### src/rtl/temperature_abnormality_monitor.sv
// Two-stage abs/popcount pipeline with valid/ready backpressure and a sticky persistence alarm.
// Optional peak-hold output peakAbs is enabled by defining TAD_PEAK_HOLD_EN.
module temperature_abnormality_monitor #(
   parameter int DATA_W  = 8,
   parameter int CNT_W   = 4,
   parameter int THRESH  = 4,
   parameter int PERSIST = 3
) (
   input  logic              clk,
   input  logic              rstN,
   input  logic              sampleValid,
   input  logic [DATA_W-1:0] sample,
   output logic              sampleReady,
   output logic              indexValid,
   input  logic              indexReady,
   output logic [DATA_W-1:0] absValue,
   output logic [CNT_W-1:0]  glycemicIndex,
   output logic              alarm,
   input  logic              alarmClear
`ifdef TAD_PEAK_HOLD_EN
   ,
   output logic [DATA_W-1:0] peakAbs
`endif
);

   typedef enum logic [1:0] {IDLE, COUNT, ALARM} state_t;

   state_t            state;
   logic [7:0]        run;
   logic              readyEn;
   logic              s1Valid;
   logic [DATA_W-1:0] s1Abs;
   logic [DATA_W-1:0] sampleAbs;
   logic              stall2;
   logic              accept;
   logic              deliver;
   logic              qualify;

   function automatic logic [CNT_W-1:0] popCount(input logic [DATA_W-1:0] v);
      logic [CNT_W-1:0] c;
      c = '0;
      for (int i = 0; i < DATA_W; i++) c = c + CNT_W'(v[i]);
      return c;
   endfunction

   // Two's-complement negate; the most-negative code maps onto itself as unsigned 2^(DATA_W-1).
   assign sampleAbs   = sample[DATA_W-1] ? (~sample + 1'b1) : sample;
   assign stall2      = indexValid & ~indexReady;
   // readyEn keeps sampleReady low while reset is held and for the first edge after release.
   assign sampleReady = readyEn & (~s1Valid | ~stall2);
   assign accept      = sampleValid & sampleReady;
   assign deliver     = indexValid & indexReady;
   assign qualify     = 32'(glycemicIndex) >= THRESH;

   always_ff @(posedge clk or negedge rstN) begin
      if (!rstN) begin
         readyEn       <= 1'b0;
         s1Valid       <= 1'b0;
         s1Abs         <= '0;
         indexValid    <= 1'b0;
         absValue      <= '0;
         glycemicIndex <= '0;
      end else begin
         readyEn <= 1'b1;
         if (accept) begin
            s1Valid <= 1'b1;
            s1Abs   <= sampleAbs;
         end else if (!stall2) begin
            s1Valid <= 1'b0;
         end
         if (!stall2) begin
            indexValid    <= s1Valid;
            absValue      <= s1Abs;
            glycemicIndex <= popCount(s1Abs);
         end
      end
   end

   // Persistence FSM: only delivers advance it; a clear always wins.
   always_ff @(posedge clk or negedge rstN) begin
      if (!rstN) begin
         state <= IDLE;
         run   <= '0;
         alarm <= 1'b0;
      end else if (alarmClear) begin
         state <= IDLE;
         run   <= '0;
         alarm <= 1'b0;
      end else if (deliver) begin
         case (state)
            IDLE: begin
               if (qualify) begin
                  run <= 8'd1;
                  if (PERSIST == 1) begin
                     state <= ALARM;
                     alarm <= 1'b1;
                  end else begin
                     state <= COUNT;
                  end
               end
            end
            COUNT: begin
               if (qualify) begin
                  run <= run + 8'd1;
                  if (run == 8'(PERSIST - 1)) begin
                     state <= ALARM;
                     alarm <= 1'b1;
                  end
               end else begin
                  state <= IDLE;
                  run   <= '0;
               end
            end
            ALARM: ;
            default: begin
               state <= IDLE;
               run   <= '0;
               alarm <= 1'b0;
            end
         endcase
      end
   end

`ifdef TAD_PEAK_HOLD_EN
   always_ff @(posedge clk or negedge rstN) begin
      if (!rstN)                              peakAbs <= '0;
      else if (alarmClear)                    peakAbs <= '0;
      else if (deliver && absValue > peakAbs) peakAbs <= absValue;
   end
`endif

endmodule

### config.mk
export PLATFORM = sky130hd
export DESIGN_NAME = temperature_abnormality_monitor
export DESIGN_NICKNAME = d
export VERILOG_FILES = /design/src/rtl/temperature_abnormality_monitor.sv
export SDC_FILE = /design/constraint.sdc
export NUM_CORES = 1
export LEC_CHECK = 0
export BUFFER_PORTS_ARGS = -buffer_cell sky130_fd_sc_hd__clkbuf_2
export CORE_MARGIN = 8
export CORE_UTILIZATION = 59
export CTS_CLUSTER_DIAMETER = 30
export DETAILED_ROUTE_END_ITERATION = 16
export GPL_TIMING_DRIVEN = 0
export PLACE_DENSITY = 0.89
export SYNTH_ARGS = -nofsm -noshare
export SYNTH_HDL_FRONTEND = slang
export SYNTH_SLANG_ARGS = --single-unit
export TNS_END_PERCENT = 20
### constraint.sdc
create_clock -name clk -period 4.5 [get_ports clk]
set_input_delay 0.9 -clock clk [delete_from_list [all_inputs] [get_ports clk]]
set_output_delay 0.9 -clock clk [all_outputs]
set_load 0.005 [all_outputs]
Word-level counts from Yosys, hierarchy flattened
Index checks and enable logic that the tools add are counted.

storage, ports and cells
  bits in registers = 34
  input port bits = 13

cells by class
  add/subtract/negate cells = 9
  $lt $le $gt $ge = 1
  equal/unequal tests = 10
  muxes and demuxes = 19
  bitwise operators = 9
  reduce and logical (&&, ||, !) cells = 6

operators by type and width
  kind                                                                                 number
  8-bit two-way mux                                                                    5
  8-bit one-hot mux with 3 select lines                                                1
  4-bit by 1-bit adder with 4-bit output                                               4
  8-bit by 1-bit adder with 8-bit output, second input constant                        2
  2-bit two-way mux                                                                    5
  3-bit != test, second input constant                                                 3
  8-bit by 2-bit == test with 1-bit output, second input constant                      1
  8-bit inverter                                                                       1
  4-bit AND reduction                                                                  2
  1-bit two-way mux                                                                    6
  2-bit one-hot mux with 3 select lines                                                1
  3-bit by 1-bit adder with 4-bit output                                               1
  1-bit AND                                                                            4
  4-bit by 3-bit greater-or-equal comparator with 1-bit output, second input constant  1
  2-bit by 1-bit != test with 1-bit output, second input constant                      2
  4-bit != test, second input constant                                                 1
  2-bit by 1-bit adder with 3-bit output                                               1
  1-bit inverter                                                                       3
  3-bit AND reduction                                                                  1
  1-bit by 1-bit adder with 2-bit output                                               1
  2-bit by 1-bit == test with 1-bit output, second input constant                      1
  2-bit == test, second input constant                                                 1
  2-bit logical NOT                                                                    1
  2-bit != test, second input constant                                                 1
  4 further kinds                                                                      4

Logic depth before layout (Yosys ltp)
Gate-level depths: netlist of the first run.

  word-level depth = 7
  depth in mapped cells = 10

Worst setup path before layout of the first run
Ideal clock, no wire load.

  path type = reg2reg
  start point = register s1Abs[1]
  end point = register glycemicIndex[2]
  library setup time = 0.083 ns
  arrival = 2.625 ns
  data required time = 4.417 ns
  setup slack = 1.792 ns
  cell stages (with the launch flop) = 11
  period minus slack after synthesis = 2.708 ns
  cells stage by stage = dfrtp_1 > inv_1 > fa_1 > fa_1 > fa_1 > inv_1 > ha_1 > inv_1 > fa_1 > xor2_1 > o21ai_0

on the way
  word-level cells in the longest chain between the ends = 7

RTL lines
  element                                              RTL line  text
  start: declaration                                   32        logic [DATA_W-1:0] s1Abs;
  start signal: assignment                             67        s1Abs <= sampleAbs;
  1-bit by 1-bit adder with 2-bit output               42        for (int i = 0; i < DATA_W; i++) c = c + CNT_W'(v[i]);
  2-bit by 1-bit adder with 3-bit output               42
  3-bit by 1-bit adder with 4-bit output               42
  4-bit by 1-bit adder with 4-bit output (4 in a row)  42
  end signal: assignment                               74        glycemicIndex <= popCount(s1Abs);
  end: declaration                                     17        output logic [CNT_W-1:0] glycemicIndex,

Every way passes these cells.
A chain may end at the register's enable or synchronous reset.

Final worst setup path of the first run
Same ends and word-level chain as after synthesis.

==> results.toml, run 1 <==
[clock_network]
post_cts.repair.setup_buffers = 0
clock_path_buffers = 2
cts_made_buffers = 5
cts_tree = "done"
cts_root_buffer = "clkbuf_4"
cts_hold_buf = 0
cts_num_sinks = 34
path_clk_slew_ns = 0.10
cts_resized = 0
htree_levels = 2
clk_latency_ns = 0.34

[die]
dieArea_sq_um = 5010
start_util_pct = 59.9
num_rows = 20
core_sq_um = 2950
die_h_microns = 70.8
die_x_microns = 70.8
io_pins = 28

[grt]
met3_usage_pct = 4.38
grt.busiest_layer = "met2"
track_usage_pct = 14.7
grtUsageMet1_pct = 17.8
grt_pass1_vias = 1351
grt-ovfl-total = 0
grt_pass1_wl_microns = 5920
grt_max_degree = 35
gr-usage-met2_pct = 24.0
antenna_found_initial = 0

[sta]
finalCriticalPeriod_ns = 2.95
skew_ns = 0.00338
fin_crit_sh_pct = 65.6
finalSetupTns_ns = 0
rsz0062_at_grt = "false"
finalHoldViolations = 0
relSlewSlack_pct = 46.0
fmax_ghz = 0.339
setup_viol = 0
maxSlewViolCount = 0
tightest_slew_ns = 0.810

[drt]
totalWireLength_microns = 3330
avgRoutedWirePerCell_microns = 13.5
vias = 1369
drc = 0
drt_iter0_drc = 141
vias_per_cell = 5.57
route.antenna.remaining_nets = 0
drt_first_pass_iters = 4

[final_layout]
final_cells = 246
drive_above_1_share_pct = 20.7
syn2layout_area_growth_pct = 13.3
antennaDiodeCount = 0
final_util_pct = 67.9
nets = 235

[worst_setup_path]
rrSetupSlack_ns = 1.55
critPathKind = "flip-flop to flip-flop"
worstSetupEndpointType = "flip-flop"
cp_max_fo = 2
path_cells = "inv_1 > fa_1 > fa_1 > fa_1 > inv_1 > ha_1 > inv_1 > fa_1 > xor2_1 > o21ai_0"
cp_slowest_cell = "fa_1"
cp-start-kind = "flip-flop"
max_stage_delay_ns = 0.52
worstPathArrival_ns = 3.17
critPathTopFamily = "adder cells"
path_buf_inv = 3
crit_top_cell = "fa_1"
worstPathRequired_ns = 4.72

[logic_synthesis]
synth_seq_cells = 34
synthTopCellsByArea = "dfrtp_1 (48%), o21ai_0 (5.7%), fa_1 (4.5%)"
synth.avg_cell_area_sq_um = 9.88
synthDominantCellAreaShare_pct = 48.1
yosysTopAreaCell = "dfrtp_1"
synth-edff-count = 0
syn_nets = 202
ys.flop_type = "dfrtp_1"
ys_warn_count = 0
ys_async_sr_fraction_pct = 100
syn-instance-count = 179
synth_area_sq_um = 1770
ys_types = 42
yosysSeqAreaShare_pct = 48.1

[pwr]
p_per_area_nw_per_um2 = 455
ir_worst_vdd_mv = 0.235
leakage_nw = 0.972

[run]
drv_cap = 0

[place]
placedCellCount = 238
globalplace.congestion = 0.832
hpwl_microns = 2620
io_buffers = 26

[worst_hold_path]
worstHoldPathType = "flip-flop to flip-flop"

[outcome]
status = "complete, no violations"
==> metrics by stage <==
step | total power (W) | area (sq um) | setup slack (ns) | hold WS, ns
2_1_floorplan | 0.000623 | 1770 | 1.79 | 0.443
3_3_place_gp | 0.000715 | 1940 | 1.66 | 0.466
3_5_place_dp | 0.000745 | 1940 | 1.56 | 0.476
4_1_cts | 0.000922 | 2000 | 1.56 | 0.496
5_1_grt | 0.000989 | 2000 | 1.39 | 0.515
6_report | 0.000911 | 2000 | 1.55 | 0.494
==> synth_stat cells (2+ instances only) <==
library cell  count
a21o_1            3
a21oi_1           9
a31oi_1           6
and2_1            2
and3_1            3
clkbuf_1          5
dfrtp_1          34
fa_1              4
ha_1              6
inv_1            17
mux2_2            2
mux2i_1           2
nand2_1          21
nor2_1            7
nor2b_1           2
nor3_1            5
o21ai_0          20
o31ai_1           3
xnor2_1           2
xor2_1            4
==> cells by family (layout without fill, tap and decap cells) <==
logic type | count (synthesis) | in the layout | share of synthesized area [%]
buffers and inverters | 24 | 58 | 5.59
muxes | 5 | 5 | 3.04
DFF | 34 | 34 | 48.1
adders and majority gates | 10 | 10 | 8.77
AOI/OAI and AO/OA | 49 | 49 | 17.1
and+or+nand+nor | 50 | 50 | 14.2
xor gates and xnor gates | 6 | 6 | 2.97
other | 1 | 1 | 0.212
==> flip-flops by register name (all words and copies together), names as in the netlist <==
register and count:
state 2, readyEn 1, s1Abs 8, alarm 1, absValue 8, indexValid 1
run 8, glycemicIndex 4, s1Valid 1
==> metal layers <==
metal  part of all wire, %  vias to the layer above
li1                      -                      678
met2                    49                       38
met1                    45                      648
met4                   1.4                        0
met3                   5.0                        5
met5                     0                        -
==> power breakdown <==
| group | internal (W) | switching, W | total [W] | leakage, nW |
|---|---|---|---|---|
| Combinational | 0.000148 | 0.000187 | 0.000335 | 0.515 |
| Sequential | 0.000361 | 0.0000363 | 0.000397 | 0.424 |
| Clock | 0.0000750 | 0.000104 | 0.000179 | 0.0343 |
==> area by class of cell <==
| cell class | count | area [sq um] |
|---|---|---|
| plain buffers | 7 | 35.0 |
| fillers | 236 | 948 |
| repair buffers | 26 | 130 |
| well taps | 33 | 41.3 |
| clock inverters | 2 | 12.5 |
| clock buffers | 6 | 51.3 |
| inverters | 17 | 63.8 |
| flip-flops and latches | 34 | 851 |
| multi-input cells | 121 | 820 |
==> final timing paths <==
kind | depth (start not counted) | start | to
setup / recovery | 10 | s1Abs[1]$_DFFE_PN0P_ | glycemicIndex[2]$_DFFE_PN0N_
max in group asynchronous | 1 | rstN | s1Abs[1]$_DFFE_PN0P_
hold / removal | 2 | absValue[4]$_DFFE_PN0N_ | absValue[4]$_DFFE_PN0N_
setup reg to reg | 10 | s1Abs[1]$_DFFE_PN0P_ | glycemicIndex[2]$_DFFE_PN0N_
min in group asynchronous | 1 | rstN | run[5]$_DFFE_PN0P_
hold reg to reg | 2 | absValue[4]$_DFFE_PN0N_ | absValue[4]$_DFFE_PN0N_
==> worst reg2reg max path, delay by kind of cell, from the launching register on <==
kind	cells	cell delay (ns)
XOR/XNOR	1	0.19
AO/OA/AOI/OAI	1	0.10
buffers and inverters	3	0.23
adder cells (fa/ha/maj)	5	1.92
flip-flops	1	0.40
==> layout by cell type, fill, tap and decap left out, drive strengths merged, types with 2 or more instances in the layout <==
cell | synthesis | layout
clkbuf | 5 | 37
dfrtp | 34 | 34
nand2 | 21 | 21
o21ai | 21 | 21
inv | 17 | 17
a21oi | 9 | 9
nor2 | 7 | 7
a31oi | 6 | 6
ha | 6 | 6
nor3 | 6 | 6
xor2 | 4 | 4
fa | 4 | 4
and3 | 3 | 3
o31ai | 3 | 3
a21o | 3 | 3
mux2 | 3 | 3
nor2b | 2 | 2
and2 | 2 | 2
mux2i | 2 | 2
xnor2 | 2 | 2
buf | 2 | 2
or2 | 2 | 2
o41ai | 2 | 2
Note: power is estimated with default switching activity, not from simulation.
==> run 2, diff against run 1 <==
- ABC_AREA: default -> 1
- CORE_UTILIZATION: 59 -> 56
- PLACE_DENSITY: 0.89 -> 0.84
- clock period: 4.5 -> 2.79 ns (I/O delays scaled with it)
==> run 2 against run 1 <==
Effect of this change:
- the flow now finishes with violations (negative setup slack)
- maximum frequency rose by 2.5%
- setup slack worse by 1.6 ns
- core utilization down 1.3 points
- sequential power increased by 61%
- first-iteration DRC count down 30%
- die area up 11%
- count of clock-buffer cells in the layout stayed put
- cell count is 28% higher
- global-route usage grew 0.79 points
- wire length rose by 17%
- synthesized cell count increased by 30%
- sequential share of layout area shrank 3.9 points
- critical endpoint unchanged
==> results.toml, run 2 <==
[outcome]
status = "finished with violations"
violations = "negative setup slack"

[logic_synthesis]
syn-instance-count = 233
synth.avg_cell_area_sq_um = 8.22
syn_nets = 256
ys_async_sr_fraction_pct = 100
yosysMostFrequentCell = "nand2_1"
ys_warn_count = 0
synth_common_cells = "nand2_1 (52), inv_1 (36), dfrtp_1 (34), nor2_1 (26), a21oi_1 (13)"
yosysTopAreaCell = "dfrtp_1"
synth-edff-count = 0
synthTopCellsByArea = "dfrtp_1 (44%), nand2_1 (10%), inv_1 (7.1%)"
yosysSeqAreaShare_pct = 44.4
synthDominantCellAreaShare_pct = 44.4
synth_seq_cells = 34
ys_types = 30
ys.flop_type = "dfrtp_1"
synth_area_sq_um = 1920

[drt]
avgRoutedWirePerCell_microns = 12.4
vias_per_cell = 4.97
drt_first_pass_iters = 4
vias = 1560
drc = 0
drt_iter0_drc = 98
totalWireLength_microns = 3880
route.antenna.remaining_nets = 0

[final_layout]
final_common_cell = "nand2_1"
drive_above_1_share_pct = 24.6
final_cells = 314
top_regs = "absValue (8), run (8), s1Abs (8)"
nets = 290
n_fill_cell = 293
final_cell_mix = "nand2_1 (52), dfrtp_1 (34), inv_1 (33), nor2_1 (26), clkbuf_2 (26)"
syn2layout_area_growth_pct = 15.2
antennaDiodeCount = 0
final_util_pct = 66.6

[pwr]
swShare_pct = 35.4
leakage_nw = 1.18
p_clk_share_pct = 23.4
internal_power_w = 0.00100
power_w = 0.00155
switchingPower_w = 0.000549
seqPwrFrac_pct = 41.4
ir_worst_vdd_mv = 0.426
pwr-share-comb_pct = 35.3
p_per_area_nw_per_um2 = 703

[sta]
fin_crit_sh_pct = 103
setup_ws_ns = -0.0929
skew_ns = 0.0123
setup_viol = 2
hold_slack_ns = 0.291
rsz0062_at_grt = "true"
maxSlewViolCount = 0
fmax_ghz = 0.347
finalHoldViolations = 0
tightest_slew_ns = 0.825
finalCriticalPeriod_ns = 2.88
relSlewSlack_pct = 45.0

[place]
hpwl_microns = 2960
globalplace.congestion = 0.922
io_buffers = 26
placedCellCount = 305

[grt]
grt_pass1_vias = 1577
track_usage_pct = 15.5
grt_pass1_wl_microns = 6720
grt-ovfl-total = 0
antenna_found_initial = 0
grt_max_degree = 35

[clock_network]
htree_levels = 2
clock_path_buffers = 2
cts_num_sinks = 34
cts_made_buffers = 5
clk_latency_ns = 0.34
cts_root_buffer = "clkbuf_4"
cts_tree = "done"
path_clk_slew_ns = 0.11

[worst_setup_path]
cp_slowest_cell = "fa_1"
critPathTopFamily = "adder cells"
critPathKind = "flip-flop to flip-flop"
path_buf_inv = 3
crit_top_cell = "fa_1"
worstSetupEndpointType = "flip-flop"
path_cells = "inv_2 > fa_1 > fa_1 > fa_1 > inv_1 > ha_2 > inv_2 > fa_2 > xnor2_2 > nand2_1 > o21ai_1"
cp_max_fo = 2
cp-start-kind = "flip-flop"
max_stage_delay_ns = 0.55
worstPathArrival_ns = 3.12
worstPathRequired_ns = 3.03

[die]
die_h_microns = 74.5
dieArea_sq_um = 5550
start_util_pct = 57.9
core_sq_um = 3310
io_pins = 28
die_x_microns = 74.5
num_rows = 21

[run]
drv_cap = 0

[worst_hold_path]
worstHoldPathType = "input pin to asynchronous set/reset pin"
==> run 2: layout make-up <==
type | count | area (sq um) | area share, %
multi-input combinational | 154 | 901 | 40.8
inverter | 41 | 154 | 6.98
tap | 46 | 57.6 | 2.61
clock buffer | 6 | 41.3 | 1.87
sequential | 34 | 851 | 38.6
buffer | 4 | 26.3 | 1.19
clock inverter | 2 | 37.5 | 1.70
timing repair buffer | 27 | 138 | 6.24
==> run 2: routing by layer <==
| metal | vias up | global-route usage (%) | part of all wire, % |
|---|---|---|---|
| met5 | - | 0 | 0 |
| met4 | 0 | 6.74 | 2.1 |
| met3 | 11 | 2.96 | 3.6 |
| met2 | 38 | 27.0 | 52 |
| met1 | 722 | 17.9 | 42 |
| li1 | 789 | - | - |
==> run 2: through the flow <==
stage | TNS [ns] | instance area (sq um) | setup WS [ns]
after floorplan | 0 | 1920 | 0.0528
after global placement | -0.0608 | 2100 | -0.0608
after detailed placement | -0.127 | 2100 | -0.122
after CTS | -0.165 | 2200 | -0.116
after global routing | -0.375 | 2210 | -0.216
final | -0.136 | 2210 | -0.0929
==> run 2: final timing paths <==
kind	cells after the start	startpoint	end	slack, ns
setup / recovery	11	s1Abs[0]$_DFFE_PN0P_	glycemicIndex[2]$_DFFE_PN0N_	-0.09
hold / removal	1	rstN	readyEn$_DFF_PN0_	0.29
max in group asynchronous	1	rstN	s1Abs[1]$_DFFE_PN0P_	1.97
setup reg to reg	11	s1Abs[0]$_DFFE_PN0P_	glycemicIndex[2]$_DFFE_PN0N_	-0.09
min in group clk	2	s1Valid$_DFFE_PN0P_	indexValid$_DFFE_PN0N_	0.48
hold reg to reg	2	s1Valid$_DFFE_PN0P_	indexValid$_DFFE_PN0N_	0.48
==> run 2: what timing repair did <==
item / in CTS / in global routing
pin swaps: 3 / 3
hold buffers: 0 / 0
endpoints found under the hold margin: 0 / 0
endpoints found under the setup margin: 2 / 2
buffers inserted: 1 / 0
gates resized for setup: 5 / 3
==> run 2: power by group through the flow <==
stage,sequential [W],clock [W],combinational (W)
floorplan,0.000639,0,0.000353
global placement,0.000645,0,0.000484
detailed placement,0.000649,0,0.000509
CTS,0.000642,0.000368,0.000546
global route,0.000652,0.000385,0.000622
finish,0.000641,0.000362,0.000547
==> run 2: worst register-to-register path, stage by stage (launching register included) <==
cell and delay (ns):
dfrtp_1 0.38, inv_2 0.06, fa_1 0.55, fa_1 0.44
fa_1 0.44, inv_1 0.08, ha_2 0.18, inv_2 0.04
fa_2 0.35, xnor2_2 0.15, nand2_1 0.07, o21ai_1 0.06
==> run 2: cells by family after synthesis <==
logic type	after synthesis	share of synthesized area, %
simple gates	109	26.5
other cells	1	0.196
buf+inv	45	9.41
xor+xnor	4	1.83
fa+ha+maj	10	8.10
compound gates	28	8.36
mux	2	1.18
flops	34	44.4
==> run 3, diff against run 2 <==
- CELL_PAD_IN_SITES_DETAIL_PLACEMENT: default -> 1
- CELL_PAD_IN_SITES_GLOBAL_PLACEMENT: default -> 2
- CORE_UTILIZATION: 56 -> 33
- PLACE_DENSITY: 0.84 -> 0.78
==> run 3 against run 2 <==
Effect of this change:
- the flow still finishes with violations (negative setup slack)
- non-clock buffer count decreased by 1
- global-route usage is 3.2 points lower
- critical path depth shrank 2
- first-iteration DRC count down 58%
- die area up 53%
- final area rose by 2.0%
- maximum frequency grew 2.3%
- count of clock-buffer cells in the layout is 1 higher
==> results.toml, run 3 (synthesized netlist as in run 2, its figures left out) <==
[final_layout]
final_cell_mix = "nand2_1 (52), dfrtp_1 (34), inv_1 (32), nor2_1 (26), clkbuf_2 (26)"
drive_above_1_share_pct = 24.0
nets = 289
syn2layout_area_growth_pct = 17.5
top_regs = "absValue (8), run (8), s1Abs (8)"
final_cells = 339
antennaDiodeCount = 0
final_util_pct = 40.4
final_common_cell = "nand2_1"

[sta]
setup_ws_ns = -0.0278
skew_ns = 0.00695
setup_viol = 2
maxSlewViolCount = 0
finalCriticalPeriod_ns = 2.82
relSlewSlack_pct = 40.8
fmax_ghz = 0.355
finalHoldViolations = 0
tightest_slew_ns = 0.888
fin_crit_sh_pct = 101
rsz0062_at_grt = "true"

[worst_setup_path]
path_cells = "inv_2 > fa_1 > fa_1 > fa_1 > inv_1 > ha_2 > inv_2 > fa_2 > a21oi_2"
cp_slowest_cell = "fa_1"
max_stage_delay_ns = 0.55
worstPathArrival_ns = 2.98
r2r-end = "glycemicIndex[1]$_DFFE_PN0N_"
rrSetupSlack_ns = -0.03
cp_max_fo = 2
ff2ff_path_depth = 9
worstSetupEndpointType = "flip-flop"
worstPathRequired_ns = 2.96
rr_startpoint = "s1Abs[0]$_DFFE_PN0P_"
crit_top_cell = "fa_1"
cp-start-kind = "flip-flop"
critPathKind = "flip-flop to flip-flop"
critPathTopFamily = "adder cells"
path_buf_inv = 3

[outcome]
violations = "negative setup slack"
status = "finished with violations"

[clock_network]
cts_num_sinks = 34
clk_latency_ns = 0.28
cts_tree = "done"
post_cts.repair.setup_buffers = 0
cts_made_buffers = 5
htree_levels = 2
cts_root_buffer = "clkbuf_8"
cts_hold_buf = 0
clock_path_buffers = 2
path_clk_slew_ns = 0.07

[grt]
grt_max_degree = 35
grt-ovfl-total = 0
track_usage_pct = 12.3
antenna_found_initial = 0
grt_pass1_wl_microns = 8400
grt_pass1_vias = 1739

[die]
dieArea_sq_um = 8500
die_h_microns = 92.2
io_pins = 28
start_util_pct = 34.4
num_rows = 27
die_x_microns = 92.2
core_sq_um = 5570

[worst_hold_path]
worstHoldPathType = "input pin to asynchronous set/reset pin"

[pwr]
ir_worst_vdd_mv = 0.379
p_per_area_nw_per_um2 = 718
leakage_nw = 1.18

[drt]
vias = 1590
totalWireLength_microns = 4560
route.antenna.remaining_nets = 0
vias_per_cell = 4.69
drc = 0
avgRoutedWirePerCell_microns = 13.4
drt_iter0_drc = 41
drt_first_pass_iters = 4

[place]
io_buffers = 26
globalplace.congestion = 0.750
placedCellCount = 331
hpwl_microns = 3530

[run]
drv_cap = 0
[run 3: changes by cell type in the layout (fill, tap and decap cells not counted), sizes merged]
cell | previous run | this run
buf | 5 | 4
clkinvlp | 1 | 0
clkbuf | 32 | 33
[run 3: per-layer routing]
| layer | wire, microns | global-route usage (%) | vias to the layer above |
|---|---|---|---|
| li1 | - | - | 788 |
| met4 | 57 | 4.03 | 0 |
| met1 | 2010 | 14.1 | 775 |
| met2 | 2340 | 21.5 | 20 |
| met5 | 0 | 0 | - |
| met3 | 152 | 3.26 | 7 |
[run 3: stage by stage]
step	cell area, sq um	power, W	hold slack (ns)	setup TNS, ns	setup WS (ns)
2_1_floorplan	1920	0.000993	0.262	0	0.0528
3_3_place_gp	2140	0.00115	0.453	-0.0945	-0.0945
3_5_place_dp	2140	0.00117	0.462	-0.121	-0.110
4_1_cts	2240	0.00164	0.420	-0.109	-0.0938
5_1_grt	2250	0.00176	0.462	-0.293	-0.151
6_report	2250	0.00162	0.380	-0.0543	-0.0278
[run 3: worst max-delay path by stage]
stage / startpoint / end / depth (start not counted)
2_1_floorplan: s1Abs[0]$_DFFE_PN0P_ / glycemicIndex[2]$_DFFE_PN0N_ / 11
3_3_place_gp: s1Abs[1]$_DFFE_PN0P_ / glycemicIndex[2]$_DFFE_PN0N_ / 11
3_5_place_dp: s1Abs[1]$_DFFE_PN0P_ / glycemicIndex[2]$_DFFE_PN0N_ / 11
4_1_cts: s1Abs[0]$_DFFE_PN0P_ / glycemicIndex[2]$_DFFE_PN0N_ / 11
5_1_grt: s1Abs[0]$_DFFE_PN0P_ / glycemicIndex[2]$_DFFE_PN0N_ / 11
6_report: s1Abs[0]$_DFFE_PN0P_ / glycemicIndex[1]$_DFFE_PN0N_ / 9
[run 3: final cells by class]
| cell class | instances | area [sq um] |
|---|---|---|
| multi-input combinational | 154 | 893 |
| tap | 72 | 90.1 |
| timing repair buffer | 26 | 130 |
| buffer | 4 | 26.3 |
| clock buffer | 7 | 76.3 |
| fill | 705 | 3320 |
| sequential | 34 | 851 |
| inverter | 41 | 154 |
| clock inverter | 1 | 30.0 |
[run 3: what timing repair did]
item / 4_1_cts / 5_1_grt
endpoints found under the hold margin: 0 / 0
gates resized for setup: 2 / 6
setup endpoints to repair: 2 / 2
[run 3: report_power, final]
part	leakage [nW]	internal (W)	switching, W
combinational	0.697	0.000225	0.000306
clock	0.0524	0.000267	0.000178
sequential	0.435	0.000575	0.0000650
